--- src/rtl/retire_trace_buffer.sv ---
// Retire trace buffer: MEM/WB writeback mux plus a first-word-fall-through trace FIFO
// of retired instructions with backpressure, halt draining and sticky overflow.
module retire_trace_buffer #(
    parameter int DEPTH = 8
) (
    input  logic        clk,
    input  logic        reset,
    input  logic        wb_valid,
    input  logic        RegWrite,
    input  logic        MemtoReg,
    input  logic        Halt_Insert,
    input  logic [1:0]  MUX_final,
    input  logic [4:0]  rd,
    input  logic [31:0] Pc_Imm,
    input  logic [31:0] Pc_Four,
    input  logic [31:0] Imm_Out,
    input  logic [31:0] Alu_Result,
    input  logic [31:0] MemReadData,
    input  logic [31:0] Curr_Instr,
    output logic        wb_we,
    output logic [4:0]  wb_rd,
    output logic [31:0] wb_data,
    output logic        trace_valid,
    output logic [31:0] trace_pc,
    output logic [31:0] trace_instr,
    output logic [4:0]  trace_rd,
    output logic        trace_we,
    output logic [31:0] trace_data,
    input  logic        trace_ready,
    output logic        stall_req,
    output logic        halted,
    output logic        overflow,
    output logic [31:0] retire_cnt
);

    localparam int AW = (DEPTH > 1) ? $clog2(DEPTH) : 1;
    localparam int CW = AW + 1;

    // state  | meaning
    // RUN    | normal retirement, records pushed into the trace FIFO
    // DRAIN  | halt retired; pipeline frozen while the FIFO empties
    // HALTED | FIFO drained after halt; terminal until reset
    typedef enum logic [1:0] {
        RUN    = 2'd0,
        DRAIN  = 2'd1,
        HALTED = 2'd2
    } state_t;

    state_t         state, state_next;
    logic [AW-1:0]  rd_ptr, wr_ptr;
    logic [CW-1:0]  count, count_next;
    logic           full, push, pop, drop;

    logic [31:0]    mem_pc    [DEPTH];
    logic [31:0]    mem_instr [DEPTH];
    logic [4:0]     mem_rd    [DEPTH];
    logic           mem_we    [DEPTH];
    logic [31:0]    mem_data  [DEPTH];

    always_comb begin
        wb_data = Alu_Result;
        case (MUX_final)
            2'b00:   wb_data = MemtoReg ? MemReadData : Alu_Result;
            2'b01:   wb_data = Pc_Four;
            2'b10:   wb_data = Imm_Out;
            default: wb_data = Pc_Imm;
        endcase
    end

    assign wb_we = wb_valid & RegWrite & (rd != 5'd0) & (state == RUN);
    assign wb_rd = rd;

    assign full        = (count == CW'(DEPTH));
    assign trace_valid = (count != '0);
    assign pop         = trace_valid & trace_ready;
    // A full FIFO still accepts when the head leaves in the same cycle.
    assign push        = wb_valid & (state == RUN) & (~full | pop);
    assign drop        = wb_valid & (state == RUN) & full & ~pop;

    assign trace_pc    = mem_pc[rd_ptr];
    assign trace_instr = mem_instr[rd_ptr];
    assign trace_rd    = mem_rd[rd_ptr];
    assign trace_we    = mem_we[rd_ptr];
    assign trace_data  = mem_data[rd_ptr];

    assign stall_req = (count >= CW'(DEPTH - 1)) | (state != RUN);
    assign halted    = (state == HALTED);

    always_comb begin
        count_next = count;
        case ({push, pop})
            2'b10:   count_next = count + 1'b1;
            2'b01:   count_next = count - 1'b1;
            default: count_next = count;
        endcase
    end

    always_comb begin
        state_next = state;
        case (state)
            RUN:     if (push && Halt_Insert) state_next = DRAIN;
            DRAIN:   if (count_next == '0)    state_next = HALTED;
            HALTED:  state_next = HALTED;
            default: state_next = RUN;
        endcase
    end

    always_ff @(posedge clk) begin
        if (reset) begin
            state      <= RUN;
            count      <= '0;
            rd_ptr     <= '0;
            wr_ptr     <= '0;
            retire_cnt <= '0;
            overflow   <= 1'b0;
        end else begin
            state <= state_next;
            count <= count_next;
            if (pop) begin
                rd_ptr <= rd_ptr + 1'b1;
            end
            if (push) begin
                wr_ptr     <= wr_ptr + 1'b1;
                retire_cnt <= retire_cnt + 32'd1;
            end
            if (drop) begin
                overflow <= 1'b1;
            end
        end
    end

    // Storage needs no reset: entries are only visible while count covers them.
    always_ff @(posedge clk) begin
        if (!reset && push) begin
            mem_pc[wr_ptr]    <= Pc_Four - 32'd4;
            mem_instr[wr_ptr] <= Curr_Instr;
            mem_rd[wr_ptr]    <= rd;
            mem_we[wr_ptr]    <= wb_we;
            mem_data[wr_ptr]  <= wb_data;
        end
    end

endmodule
--- config.mk ---
export PLATFORM = sky130hd
export DESIGN_NAME = retire_trace_buffer
export DESIGN_NICKNAME = d
export VERILOG_FILES = /design/src/rtl/retire_trace_buffer.sv
export SDC_FILE = /design/constraint.sdc
export NUM_CORES = 1
export LEC_CHECK = 0
export BUFFER_PORTS_ARGS = -buffer_cell sky130_fd_sc_hd__buf_2
export CAP_MARGIN = 20
export CORE_MARGIN = 2
export CORE_UTILIZATION = 30
export DETAILED_ROUTE_END_ITERATION = 8
export PLACE_DENSITY = 0.47
export SETUP_SLACK_MARGIN = 0.05
export SYNTH_ARGS = -nofsm -noshare
export SYNTH_HDL_FRONTEND = slang
export SYNTH_SLANG_ARGS = --single-unit
--- constraint.sdc ---
create_clock -name clk -period 13.39 [get_ports clk]
set_input_delay 2.0085 -clock clk [delete_from_list [all_inputs] [get_ports clk]]
set_output_delay 2.0085 -clock clk [all_outputs]
set_load 0.05 [all_outputs]
==> flow_summary.yaml <==
run_status:
  run_status: "finished clean"
floorplanning:
  die_h_um: 343
  placement_rows: 124
  chipWidth_um: 343
  initial_utilization_pct: 30.2
  pin_count: 382
  coreArea_sq_um: 114000
  die_area_sq_um: 118000
job:
  drv_cap: 0
pwr:
  p_int_w: 0.00520
  p_clk_share_pct: 34.4
  total_leakage_power_nw: 13.4
  ir_worst_vdd_mv: 0.0829
  p_sw_w: 0.00222
  combPwrFrac_pct: 23.1
  power.density_nw_per_um2: 180
  p_seq_share_pct: 42.5
  swShare_pct: 30.0
place:
  globalplace.congestion: 0.761
  placed_cell_area_sq_um: 38300
  dp_hpwl_um: 57800
  port_buffers: 381
detailed_routing:
  remaining_drc_errors: 0
  wl_per_cell_um: 26.2
  drt-initial-drc-count: 1130
  ant_nets: 0
  drt-pass1-iter-count: 5
  vias: 17700
  drt-total-wl_um: 95000
  viasPerCell: 4.89
worst_setup_path:
  worstSetupEndpointType: "output port"
  critPathArrivalTime_ps: 4070
  critPathMaxFanout: 90
  r2r_cells: 7
  critPathRequiredTime_ps: 11380
  path_class: "register to output port"
  start_kind: "register"
global_route:
  grt_max_degree: 91
  grt_use_total_pct: 16.1
  grt_overflow: 0
  grt_pass1_vias: 18900
  grt_first_pass_wirelength_um: 135000
  antenna_found_initial: 38
worst_hold_path:
  worstHoldPathType: "register to register"
  hold_depth: 2
timing:
  period_minus_slack_ps: 6080
  setup_violations: 0
  period_share_pct: 45.4
  rsz0062_at_grt: "false"
  drv_slew: 0
  finClkSkew_ps: 29.6
  setup_tns_ps: 0
  hold_viol: 0
  maxSlewHeadroom_pct: 30.1
  max_freq_ghz: 0.165
  max_slew.worst_pin.slew_ps: 1050
cells_and_area:
  drive_gt1_share_pct: 44.4
  stdcell_area_sq_um: 41300
  area_growth_pct: 19.9
  nets: 2241
logic_synthesis:
  syn_area_per_cell_sq_um: 21.5
  async_flop_share_pct: 0
  synth-seq-area-share_pct: 73.9
  ys_seq_elements: 864
  synth_edf_count: 816
  syn_nets: 1819
  ys.warnings.count: 0
  yosys.cell_types.count: 47
  syn-cell-area_sq_um: 34500
  yosys_most_used_dff: "edfxtp_1"
  syn_inst: 1604
clocking:
  path_clk_slew_ps: 60
  clockBufferDepth: 3
  insertion_delay_ps: 670
  h-tree-depth: 3
  cts-hold-fix-buffers: 0
  clkSinkCount: 864
  cts_buffers: 95
  post_cts.repair.setup_buffers: 0
  clock-root-buffer: "clkbuf_16"
  cts_tree: "built"
  cts.repair.resized: 0
## Yosys cell counts (all sizes together), types with 5 or more instances
| master | n | share of area [%] |
|---|---|---|
| xor2 | 52 | 1.3 |
| nor2 | 62 | 0.68 |
| buf | 25 | 0.33 |
| mux2 | 134 | 4.4 |
| nor3 | 15 | 0.23 |
| xnor2 | 11 | 0.28 |
| clkbuf | 62 | 0.68 |
| nand2 | 23 | 0.25 |
| nand4 | 7 | 0.13 |
| mux4 | 236 | 15 |
| or3 | 11 | 0.23 |
| nor4 | 9 | 0.23 |
| mux2i | 6 | 0.17 |
| inv | 8 | 0.087 |
| o21ai | 6 | 0.087 |
| or4 | 6 | 0.14 |
| ha | 9 | 0.33 |
| nand3 | 17 | 0.25 |
| dfxtp | 48 | 2.8 |
| edfxtp | 816 | 71 |
| nand2b | 6 | 0.11 |
| a21oi | 6 | 0.087 |
| and4 | 5 | 0.13 |
## power groups by stage
stage | Sequential, W | Combinational [W] | Clock, W
after floorplan | 0.00319 | 0.00129 | 0
after global placement | 0.00320 | 0.00175 | 0
final | 0.00315 | 0.00171 | 0.00256
after CTS | 0.00315 | 0.00176 | 0.00263
after detailed placement | 0.00321 | 0.00175 | 0
after global routing | 0.00316 | 0.00183 | 0.00273
## cells in the final DEF (no fill, tap or decap), types with 9 or more instances in the layout
master / netlist / routed
ha_1: 9 / 9
mux2_2: 134 / 134
clkbuf_16: 0 / 97
xor2_1: 52 / 52
bufinv_16: 0 / 9
clkinv_1: 0 / 13
mux4_2: 235 / 235
nand3_1: 17 / 17
nand2_1: 23 / 23
diode_2: 0 / 11
clkinv_2: 0 / 19
dfxtp_1: 48 / 45
nor3_1: 14 / 14
xnor2_1: 11 / 11
buf_2: 1 / 381
buf_4: 5 / 28
nor2_1: 62 / 58
edfxtp_1: 816 / 816
clkbuf_1: 62 / 26
## registers in the layout, summed over array words and instances (netlist names), named ones only
signal      cells
count           4
wr_ptr          3
overflow        1
retire_cnt     32
mem_data      256
mem_pc        256
mem_we          8
rd_ptr          3
mem_instr     256
state           2
mem_rd         40
## cells by family (layout without fill, tap and decap cells)
kind of cell / Yosys count / after routing / synth area share (%)
compound gates: 22 / 22 / 0.414
xor+xnor: 63 / 63 / 1.60
fa+ha+maj: 9 / 9 / 0.327
buf+inv: 95 / 592 / 1.09
flops: 864 / 864 / 73.9
mux: 376 / 376 / 20.0
other cells: 0 / 11 / 0
simple gates: 175 / 175 / 2.67
## metrics by stage
stage,std cells,hold slack (ps),setup slack [ps],utilization (%),total power [W]
5_1_grt,3618,501,6980,36.2,0.00772
6_report,3624,480,7310,36.2,0.00742
3_5_place_dp,3441,476,6980,33.5,0.00496
2_1_floorplan,1604,454,41.1,-,0.00449
4_1_cts,3613,484,7130,36.2,0.00755
3_3_place_gp,3441,472,7030,33.5,0.00495
## layer usage
| metal | vias up | part of all wire [%] | global-route usage [%] |
|---|---|---|---|
| li1 | 7543 | - | - |
| met4 | 46 | 2.1 | 4.41 |
| met1 | 9462 | 42 | 21.0 |
| met3 | 169 | 8.3 | 5.89 |
| met2 | 499 | 47 | 25.3 |
| met5 | - | 0.33 | 0 |
## worst paths after layout
kind	from	endpoint	slack [ps]
setup / recovery	register	trace_data[11]	7310
setup reg to reg	count[2]	mem_pc[7][18]	8730
hold reg to reg	rd_ptr[1]	register	480
hold / removal	rd_ptr[1]	register	480
## area by class of cell
class | instances | area, sq um
Antenna cell | 11 | 27.5
Clock buffer | 123 | 2520
Clock inverter | 49 | 493
Fill cell | 10700 | 72900
Inverter | 8 | 30.0
Multi-Input combinational cell | 645 | 8700
Sequential cell | 864 | 25500
Tap cell | 1512 | 1890
Timing Repair Buffer | 412 | 2180
## worst max-delay path: stages (launching register included)
cell     delay [ps]
dfxtp_4         670
buf_12          600
buf_4           710
mux4_2          600
mux2_2          350
buf_2           260
No activity file was read; power rests on OpenSTA's default activity.
